## src/rtl/adc_sched_pkg.sv

```systemverilog
// Shared types and constants for the LTC2308 scan scheduler.
package adc_sched_pkg;

  localparam int unsigned NUM_CH = 8;
  localparam int unsigned ADC_W  = 12;
  localparam int unsigned CH_W   = $clog2(NUM_CH);

  typedef enum logic [1:0] {IDLE, PRIME, SCAN} sched_state_t;

  typedef struct packed {
    logic [CH_W-1:0] ch;
    logic            valid;
    logic            oneshot;
  } slot_t;

endpackage

```

## src/rtl/adc_scan_scheduler_if.sv

```systemverilog
// One-shot conversion request/response channel of the scan scheduler.
interface adc_scan_scheduler_if;
  import adc_sched_pkg::*;

  logic             req_valid;
  logic [CH_W-1:0]  req_chan;
  logic             req_ready;
  logic             resp_valid;
  logic [ADC_W-1:0] resp_data;
  logic             resp_err;

  modport master (
    output req_valid, req_chan,
    input  req_ready, resp_valid, resp_data, resp_err
  );

  modport slave (
    input  req_valid, req_chan,
    output req_ready, resp_valid, resp_data, resp_err
  );

endinterface

```

## src/rtl/adc_rr_pick.sv

```systemverilog
// Round-robin pick: first set mask bit strictly after last, wrapping.
module adc_rr_pick
  import adc_sched_pkg::*;
(
  input  logic [NUM_CH-1:0] mask,
  input  logic [CH_W-1:0]   last,
  output logic [CH_W-1:0]   pick,
  output logic              any
);

  logic [CH_W-1:0] idx;

  always_comb begin
    pick = '0;
    any  = 1'b0;
    idx  = '0;
    // i = NUM_CH wraps back to last itself, so a lone bit at last is still found
    for (int unsigned i = 1; i <= NUM_CH; i++) begin
      idx = last + CH_W'(i);
      if (!any && mask[idx]) begin
        pick = idx;
        any  = 1'b1;
      end
    end
  end

endmodule

```

## src/rtl/adc_scan_scheduler.sv

```systemverilog
// Channel sequencer for the LTC2308 interface: round-robin scan plus one-shot
// requests, with result attribution delayed one frame for the ADC pipeline.
module adc_scan_scheduler
  import adc_sched_pkg::*;
#(
  parameter int unsigned FRAME_CYCLES = 19
) (
  input  logic              clk,
  input  logic              reset_n,
  input  logic              enable,
  input  logic [NUM_CH-1:0] ch_mask,
  output logic              adc_rst_n,
  output logic [CH_W-1:0]   adc_chan,
  input  logic [ADC_W-1:0]  adc_result,
  output logic              smp_valid,
  output logic [CH_W-1:0]   smp_chan,
  output logic [ADC_W-1:0]  smp_data,
  input  logic [CH_W-1:0]   rd_chan,
  output logic [ADC_W-1:0]  rd_data,
  adc_scan_scheduler_if.slave req
);

  localparam int unsigned       CNT_W    = $clog2(FRAME_CYCLES);
  localparam logic [CNT_W-1:0]  CNT_LAST = CNT_W'(FRAME_CYCLES - 1);

  sched_state_t     state, state_d;
  logic [CNT_W-1:0] cnt;
  slot_t            iss, pnd, pick_slot;
  logic [CH_W-1:0]  last_scan, rr_pick;
  logic             rr_any;
  logic             held;
  logic [CH_W-1:0]  held_ch;
  logic             frame_end, in_flight, accept;
  logic [ADC_W-1:0] result_q [NUM_CH];
  logic             resp_valid_q, resp_err_q;
  logic [ADC_W-1:0] resp_data_q;

  adc_rr_pick u_rr_pick (
    .mask (ch_mask),
    .last (last_scan),
    .pick (rr_pick),
    .any  (rr_any)
  );

  always_ff @(posedge clk) begin
    if (!reset_n) state <= IDLE;
    else          state <= state_d;
  end

  always_comb begin
    state_d   = state;
    frame_end = 1'b0;
    unique case (state)
      IDLE:  if (enable) state_d = PRIME;
      PRIME: begin
        if (!enable) state_d = IDLE;
        else if (cnt == CNT_LAST) begin
          frame_end = 1'b1;
          state_d   = SCAN;
        end
      end
      SCAN: begin
        if (!enable) state_d = IDLE;
        else if (cnt == CNT_LAST) frame_end = 1'b1;
      end
      default: state_d = IDLE;
    endcase
  end

  assign in_flight     = held | iss.oneshot | pnd.oneshot;
  assign req.req_ready = enable && (state != IDLE) && !in_flight;
  assign accept        = req.req_valid && req.req_ready;

  always_comb begin
    pick_slot = '0;
    if (held)        pick_slot = '{ch: held_ch, valid: 1'b1, oneshot: 1'b1};
    else if (rr_any) pick_slot = '{ch: rr_pick, valid: 1'b1, oneshot: 1'b0};
  end

  always_ff @(posedge clk) begin
    if (!reset_n) begin
      cnt          <= '0;
      iss          <= '0;
      pnd          <= '0;
      last_scan    <= '0;
      held         <= 1'b0;
      held_ch      <= '0;
      adc_chan     <= '0;
      adc_rst_n    <= 1'b0;
      smp_valid    <= 1'b0;
      smp_chan     <= '0;
      smp_data     <= '0;
      resp_valid_q <= 1'b0;
      resp_err_q   <= 1'b0;
      resp_data_q  <= '0;
      for (int unsigned i = 0; i < NUM_CH; i++) result_q[i] <= '0;
    end else begin
      smp_valid    <= 1'b0;
      resp_valid_q <= 1'b0;
      resp_err_q   <= 1'b0;
      adc_rst_n    <= (state_d != IDLE);
      if (state_d == IDLE) begin
        if (in_flight) begin
          resp_valid_q <= 1'b1;
          resp_err_q   <= 1'b1;
          resp_data_q  <= '0;
        end
        cnt       <= '0;
        iss       <= '0;
        pnd       <= '0;
        last_scan <= '0;
        held      <= 1'b0;
        adc_chan  <= '0;
      end else begin
        if (state == IDLE || cnt == CNT_LAST) cnt <= '0;
        else                                  cnt <= cnt + 1'b1;
        if (accept) begin
          held    <= 1'b1;
          held_ch <= req.req_chan;
        end
        if (frame_end) begin
          if (state == SCAN) begin
            if (pnd.valid) begin
              result_q[pnd.ch] <= adc_result;
              smp_valid        <= 1'b1;
              smp_chan         <= pnd.ch;
              smp_data         <= adc_result;
            end
            if (pnd.oneshot) begin
              resp_valid_q <= 1'b1;
              resp_data_q  <= adc_result;
            end
            pnd <= iss;
          end else begin
            // The ADC converts ch 0 during PRIME; keep it only if ch 0 is scanned
            pnd <= '{ch: '0, valid: ch_mask[0], oneshot: 1'b0};
          end
          iss      <= pick_slot;
          adc_chan <= pick_slot.ch;
          if (held)        held      <= 1'b0;
          else if (rr_any) last_scan <= rr_pick;
        end
      end
    end
  end

  assign rd_data        = result_q[rd_chan];
  assign req.resp_valid = resp_valid_q;
  assign req.resp_err   = resp_err_q;
  assign req.resp_data  = resp_data_q;

endmodule
```

## src/flat_wrapper.sv

```systemverilog
// flat-port wrapper written by rule: the top's interface ports become plain ports
module adc_scan_scheduler_flat import adc_sched_pkg::*;
#(
  parameter int unsigned FRAME_CYCLES = 19
)
  (clk, reset_n, enable, ch_mask, adc_rst_n, adc_chan, adc_result, smp_valid, smp_chan, smp_data, rd_chan, rd_data, req_req_valid, req_req_chan, req_req_ready, req_resp_valid, req_resp_data, req_resp_err);
  adc_scan_scheduler_if req_i ();
  input  logic clk;
  input  logic reset_n;
  input  logic enable;
  input  logic [NUM_CH-1:0] ch_mask;
  output logic adc_rst_n;
  output logic [CH_W-1:0] adc_chan;
  input  logic [ADC_W-1:0] adc_result;
  output logic smp_valid;
  output logic [CH_W-1:0] smp_chan;
  output logic [ADC_W-1:0] smp_data;
  input  logic [CH_W-1:0] rd_chan;
  output logic [ADC_W-1:0] rd_data;
  input wire logic [$bits(req_i.req_valid)-1:0] req_req_valid;
  input wire logic [$bits(req_i.req_chan)-1:0] req_req_chan;
  output wire logic [$bits(req_i.req_ready)-1:0] req_req_ready;
  output wire logic [$bits(req_i.resp_valid)-1:0] req_resp_valid;
  output wire logic [$bits(req_i.resp_data)-1:0] req_resp_data;
  output wire logic [$bits(req_i.resp_err)-1:0] req_resp_err;
  assign req_i.req_valid = req_req_valid;
  assign req_i.req_chan = req_req_chan;
  assign req_req_ready = req_i.req_ready;
  assign req_resp_valid = req_i.resp_valid;
  assign req_resp_data = req_i.resp_data;
  assign req_resp_err = req_i.resp_err;
  adc_scan_scheduler #(.FRAME_CYCLES(FRAME_CYCLES)) u_core (.clk(clk), .reset_n(reset_n), .enable(enable), .ch_mask(ch_mask), .adc_rst_n(adc_rst_n), .adc_chan(adc_chan), .adc_result(adc_result), .smp_valid(smp_valid), .smp_chan(smp_chan), .smp_data(smp_data), .rd_chan(rd_chan), .rd_data(rd_data), .req(req_i));
endmodule
```

## config.mk

```make
export PLATFORM = sky130hd
export DESIGN_NAME = adc_scan_scheduler_flat
export DESIGN_NICKNAME = d
export VERILOG_FILES = /design/src/rtl/adc_sched_pkg.sv /design/src/rtl/adc_scan_scheduler_if.sv /design/src/rtl/adc_rr_pick.sv /design/src/rtl/adc_scan_scheduler.sv /design/src/flat_wrapper.sv
export SDC_FILE = /design/constraint.sdc
export NUM_CORES = 1
export LEC_CHECK = 0
export CAP_MARGIN = 20
export CORE_AREA = 5 5 175 93
export DETAILED_ROUTE_END_ITERATION = 8
export DIE_AREA = 0 0 180 98
export GPL_TIMING_DRIVEN = 0
export MAX_ROUTING_LAYER = met4
export PLACE_DENSITY = 0.75
export SYNTH_ARGS = -nofsm -noshare
export SYNTH_HDL_FRONTEND = slang
export SYNTH_SLANG_ARGS = --single-unit
```

## constraint.sdc

```tcl
create_clock -name clk -period 2.9 [get_ports clk]
set_input_delay 0.435 -clock clk [delete_from_list [all_inputs] [get_ports clk]]
set_output_delay 0.435 -clock clk [all_outputs]
set_load 0.02 [all_outputs]
```

======== After elaboration in Yosys (flattened, before gate mapping) ========
Memories as Yosys holds them, arrays and structs flattened.
Cells that the tools add are included.
cells by class
  add/subtract/negate cells ............... 8
  multipliers ............................. 0
  divide/modulo/power cells ............... 0
  order comparisons ....................... 8
  equality and inequality tests ........... 4
  shifts and indexed selects .............. 0
  mux-type cells .......................... 66
  bitwise logic cells ..................... 5
  reduce and logical (&&, ||, !) cells .... 35
operators with widths
  kind                                                                   count
  12-bit 2-to-1 mux                                                      6
  1-bit 2-to-1 mux                                                       35
  3-bit by 4-bit < comparator with 1-bit output (second input constant)  8
  3-bit 2-to-1 mux                                                       9
  1-bit binary-select mux with 3-bit select                              8
  5-bit 2-to-1 mux                                                       3
  3-bit adder (second input constant)                                    4
  12-bit OR reduction                                                    1
  1-bit logical AND                                                      10
  2-bit nonzero test                                                     5
  1-bit logical NOT                                                      8
  2-bit 2-to-1 mux                                                       4
  4-bit AND reduction                                                    2
  3-bit by 2-bit adder with 3-bit output (second input constant)         2
  2-bit case mux with 3 select lines                                     1
  5-bit by 1-bit adder with 5-bit output (second input constant)         1
  5-bit equality test (second input constant)                            1
  2-bit logical NOT                                                      2
  2-bit AND reduction                                                    2
  2-bit OR reduction                                                     2
  3-bit by 1-bit adder with 3-bit output (second input constant)         1
  1-bit inverter                                                         3
  3-bit AND reduction                                                    1
  3-bit OR reduction                                                     1
  5 further kinds                                                        6
storage, ports and cells
  bits in registers ....................... 55
  latch bits .............................. 0
  bits in writable memories ............... 96
  ROM bits ................................ 0
  bits of input ports ..................... 30
  output and inout port bits .............. 47
  logic and storage cells ................. 145
  memories kept ........................... 1
memories
  memory           depth  width  rd ports  clocked after memory_dff  wr ports  RTL line                  RTL
  u_core.result_q  8      12     1         0                         8         adc_scan_scheduler.sv:34  logic [ADC_W-1:0] result_q [NUM_CH];

======== Depth between registers and ports, before layout ========
  depth after elaboration ................. 27
  gate-level depth with buffers ........... 11
  mapped depth without buffers ............ 10

======== By module ========
A second synthesis with hierarchy kept.
second synthesis, totals
  cell total of the unflattened synthesis .. 641
  area, all modules ....................... 7453.4 µm²
modules (own cells, without submodules)
  module              instances  cells an instance  area an instance (µm²)  sequential area each (µm²)
  adc_scan_scheduler  1          536                6500.0                  3983.8
  adc_rr_pick         1          105                953.4                   0.0

======== Worst setup path before layout ========
OpenSTA, ideal clock, no wires.
  kind .................................... register to register
  start point ............................. register u_core.last_scan[1]
  end point ............................... register u_core.last_scan[1]
  setup time .............................. 0.087 ns
  arrival time ............................ 2.848 ns
  slack ................................... -0.035 ns
  cell stages (with the launch flop) ...... 12
  path buffers ............................ 2
  path through ............................ dfxtp_1 > buf_6 > inv_1 > ha_1 > buf_2 > mux4_2 > mux2_4 > nand4b_4 > or4_4 > o21ai_2 > nand3_1 > o31ai_1
between the ends
  word-level cells in the longest chain between the ends .. 26
  elaborated cells on any way between the ends .. 54
  classes of those cells .................. add/sub: 7; mux: 32; reduce/logical: 15
RTL lines
  item                                       RTL line                   RTL
  from (decl)                                adc_scan_scheduler.sv:29   logic [CH_W-1:0] last_scan, rr_pick;
  from (signal assigned)                     adc_scan_scheduler.sv:141  else if (rr_any) last_scan <= rr_pick;
  3-bit by 1-bit adder with 3-bit output     adc_rr_pick.sv:19          idx = last + CH_W'(i);
  1-bit binary-select mux with 3-bit select  adc_rr_pick.sv:20          if (!any && mask[idx]) begin
  1-bit 2-to-1 mux (implied by the code)     adc_rr_pick.sv:20
  1-bit 2-to-1 mux                           adc_rr_pick.sv:20
  1-bit logical NOT                          adc_rr_pick.sv:20
  1-bit logical AND                          adc_rr_pick.sv:20
  1-bit 2-to-1 mux                           adc_rr_pick.sv:20
  1-bit logical NOT                          adc_rr_pick.sv:20
  [10 not listed]                            -
  1-bit 2-to-1 mux                           adc_rr_pick.sv:20
  1-bit logical NOT                          adc_rr_pick.sv:20
  1-bit logical AND                          adc_rr_pick.sv:20
  1-bit 2-to-1 mux                           adc_rr_pick.sv:20
  1-bit logical NOT                          adc_rr_pick.sv:20
  1-bit logical AND                          adc_rr_pick.sv:20
  1-bit 2-to-1 mux                           adc_rr_pick.sv:20
  3-bit AND reduction (no source line)       -
Parallel ways exist; a longest one is shown, timed or not. The select of a mux whose other input is x is not followed.
A chain may end at the register's enable or synchronous reset.

======== Final worst setup path ========
  start point ............................. register u_core.last_scan[1]
  end point ............................... register u_core.adc_chan[0]
between the ends
  word-level cells in the longest chain between the ends .. 27
  elaborated cells on any way between the ends .. 55
  classes of those cells .................. add/sub: 7; mux: 34; reduce/logical: 14
RTL lines
  item                                                  RTL line                   RTL
  3-bit by 1-bit adder with 3-bit output                adc_rr_pick.sv:19
  1-bit binary-select mux with 3-bit select             adc_rr_pick.sv:20
  1-bit 2-to-1 mux (implied by the code)                adc_rr_pick.sv:20
  1-bit 2-to-1 mux                                      adc_rr_pick.sv:20
  1-bit logical NOT                                     adc_rr_pick.sv:20
  1-bit logical AND                                     adc_rr_pick.sv:20
  1-bit 2-to-1 mux                                      adc_rr_pick.sv:20
  1-bit logical NOT                                     adc_rr_pick.sv:20
  [11 not listed]                                       -
  1-bit logical NOT                                     adc_rr_pick.sv:20
  1-bit logical AND                                     adc_rr_pick.sv:20
  1-bit 2-to-1 mux                                      adc_rr_pick.sv:20
  1-bit logical NOT                                     adc_rr_pick.sv:20
  1-bit logical AND                                     adc_rr_pick.sv:20
  3-bit 2-to-1 mux or 1-bit 2-to-1 mux (tied branches)  adc_rr_pick.sv:20
  5-bit 2-to-1 mux (*)                                  adc_scan_scheduler.sv:77   else if (rr_any) pick_slot = '{ch: rr_pick, valid: 1'b1, oneshot: 1'b0};
  5-bit 2-to-1 mux (*)                                  adc_scan_scheduler.sv:76   if (held) pick_slot = '{ch: held_ch, valid: 1'b1, oneshot: 1'b1};
  to (signal assigned)                                  adc_scan_scheduler.sv:139  adc_chan <= pick_slot.ch;
  to (decl)                                             adc_scan_scheduler.sv:13   output logic [CH_W-1:0] adc_chan,
Mark *: on every way between the ends. The rest lies on a longest branch, timed or not. The select of a mux whose other input is x is not followed.

==> impl_metrics.ini <==
[timing]
finalHoldViolCount = 0
max_freq_mhz = 354.3
period_needed_ns = 2.822
setup_ws_ns = 0.07776
final.setup_skew_ns = 0.009719
slew_headroom_pct = 20.24
setup_viol = 0
tns_ns = 0
worst_slew_pin_slew_ns = 1.196
finalCritPeriodShare_pct = 97.32
slew_violations = 0

[synth]
synthDistinctLibCells = 56
yosysSeqAreaShare_pct = 54.88
ys_top_cells_by_area = edfxtp_1, dfxtp_1, mux4_2, and2_1, mux2i_1
synth_top_area_cell = edfxtp_1
synth_ff_type = edfxtp_1
async_flop_share_pct = 0
synth_seq_cells = 151
yosys.area.top_type_share_pct = 39.71
synth_common_cells = and2_1, edfxtp_1, dfxtp_1, nor2_1, mux4_2
syn_inst = 564
synth_area_um2 = 7259
synth-edff-count = 96
synth_most_common_cell = and2_1
yosys_warnings = 0
syn_avg_cell_area_um2 = 12.87
syn-num-nets = 602

[cts]
path_clk_slew_ns = 0.07
clk_latency_ns = 0.42
htreeDepth = 4
cts_tree = built
cts_num_sinks = 151
clockRootBuffer = clkbuf_16
cts_made_buffers = 17
clk_path_buf_depth = 2

[critical_path]
slowest_stage = mux4_2
rrSetupSlack_ns = 0.08
cp_num_buf_inv = 2
rr_worst_depth = 9
crit_path_start_kind = register
crit_end = u_core.adc_chan[0]
cp.required_ns = 3.24
reg2reg_from = u_core.last_scan[1]
cp_num_cells = 9
endpoint_kind = register
critPathMaxFanout = 6
crit_type = reg2reg
crit_chain = inv_2 -> ha_4 -> mux4_2 -> mux2_4 -> buf_4 -> o21a_1 -> a22o_1 -> a2111oi_4 -> o21bai_1
critPathTopFamily = compound AO/OA/AOI/OAI gates
critPathArrivalTime_ns = 3.17
critPathMaxStageDelay_ns = 0.55
rr_endpoint = u_core.adc_chan[0]
startpoint = u_core.last_scan[1]

[floorplanning]
rows = 32
die_area_um2 = 17640
die_y_um = 98
ioPinCount = 77
core-area_um2 = 14770
die_w_um = 180
initial_core_util_pct = 49.14

[final_layout]
finalNonFillerCells = 883
num_antenna_cells = 0
drive_gt1_share_pct = 21.50
areaGrowthSynthToFinish_pct = 25.44
fin_nets = 704
n_fill_cell = 1146

[global_route]
grt_max_degree = 17
grt_pass1_vias = 5014
use_met1_pct = 32.34
grt_first_pass_wirelength_mm = 28.68
use_met3_pct = 4.913
grt-ovfl-total = 0
grt-busiest-layer = met1
grt_antenna_before_repair = 0
grt_use_total_pct = 21.88
grt_use_met2_pct = 30.70

[drt]
ant_nets = 0
via_count = 5100
drt-initial-drc-count = 591
drtPass1Iterations = 4
drc = 0
post_drt_wl_per_cell_um = 21.45
vias_per_cell = 5.776
drt-total-wl_mm = 18.94

[place]
portBuffers = 74
dp_hpwl_mm = 13.29
dp.cells = 842
gp_congestion = 0.8897
dp_slack_ns = -0.5867

[min_path]
hp-class = reg2reg

[run_status]
status = completed

[pwr]
p_leak_uw = 0.003219
powerDensity_nw_per_um2 = 547.1
vdd_drop_max_uv = 370.4

[run]
drv_cap = 0
## registers in the layout, indices dropped and copies added, names as in the netlist, 2 cells and up
register,cells
u_core.pnd,5
u_core.result_q,96
u_core.req.resp_data,12
u_core.adc_chan,3
u_core.state,2
u_core.iss,2
u_core.smp_data,12
u_core.held_ch,3
u_core.smp_chan,3
u_core.cnt,5
u_core.last_scan,3
## kinds of logic after synthesis
family | count (synthesis) | synth area share, %
xor+xnor | 7 | 0.9481
simple gates | 204 | 15.82
mux | 75 | 16.84
fa+ha+maj | 8 | 1.379
flops | 151 | 54.88
compound gates | 73 | 7.222
buf+inv | 46 | 2.913
## area by class of cell
class	instances	area, um^2	share of cell area, %
Sequential cell	151	3991	43.83
Multi-Input combinational cell	370	3257	35.77
Timing Repair Buffer	84	819.5	9.000
Clock buffer	17	425.4	4.672
Tap cell	204	255.2	2.803
Clock inverter	15	157.7	1.731
Buffer	29	148.9	1.635
Inverter	13	51.30	0.5633
## what timing repair did
| item | in CTS | in global routing |
|---|---|---|
| gates resized for setup | 47 | 15 |
| hold buffers | 0 | 0 |
| endpoints found under the setup margin | 215 | 170 |
| gates cloned | 0 | 3 |
| setup buffers | 10 | 0 |
| pin swaps | 8 | 5 |
## worst min path at each step
stage | end | slack (ns) | start | cells after the start
2_1_floorplan | u_core.cnt[0] | 0.43 | u_core.cnt[0] | 1
3_5_place_dp | u_core.cnt[0] | 0.45 | u_core.cnt[0] | 1
5_1_grt | u_core.pnd[0] | 0.50 | u_core.pnd[0] | 2
4_1_cts | u_core.cnt[0] | 0.47 | u_core.cnt[0] | 1
6_report | u_core.cnt[0] | 0.46 | u_core.cnt[0] | 1
3_3_place_gp | u_core.cnt[0] | 0.44 | u_core.cnt[0] | 1
## per-stage QoR
stage	util [%]	power (uW)	area, um^2	hold WS, ns
after floorplan	-	2634	7262	0.4297
after global placement	55.89	2808	8258	0.4424
after detailed placement	55.89	2819	8258	0.4503
after CTS	61.35	4987	9064	0.4665
after global routing	61.64	5125	9106	0.5029
final	61.64	4982	9106	0.4622
## power breakdown
| part | total [uW] | internal [uW] | leakage [uW] | switching, uW |
|---|---|---|---|---|
| clock | 2180 | 1220 | 0.000285 | 963 |
| combinational | 432 | 195 | 0.00157 | 237 |
| sequential | 2370 | 2350 | 0.00137 | 23.8 |
## placed cells by master (no fill, tap or decap), types with 17 or more instances in the layout
| cell | count |
|---|---|
| mux2i_1 | 22 |
| nand2_1 | 21 |
| clkbuf_16 | 17 |
| nor2_1 | 36 |
| mux4_2 | 33 |
| and2_1 | 96 |
| a21oi_1 | 18 |
| edfxtp_1 | 96 |
| dfxtp_1 | 53 |
| clkdlybuf4s50_1 | 74 |
## routing by layer
layer  vias up  wire (um)
li1       2296          -
met1      2573       9102
met5         -          0
met4         0        157
met2       213       8223
met3        18       1455
(Power assumes the default switching activity.)
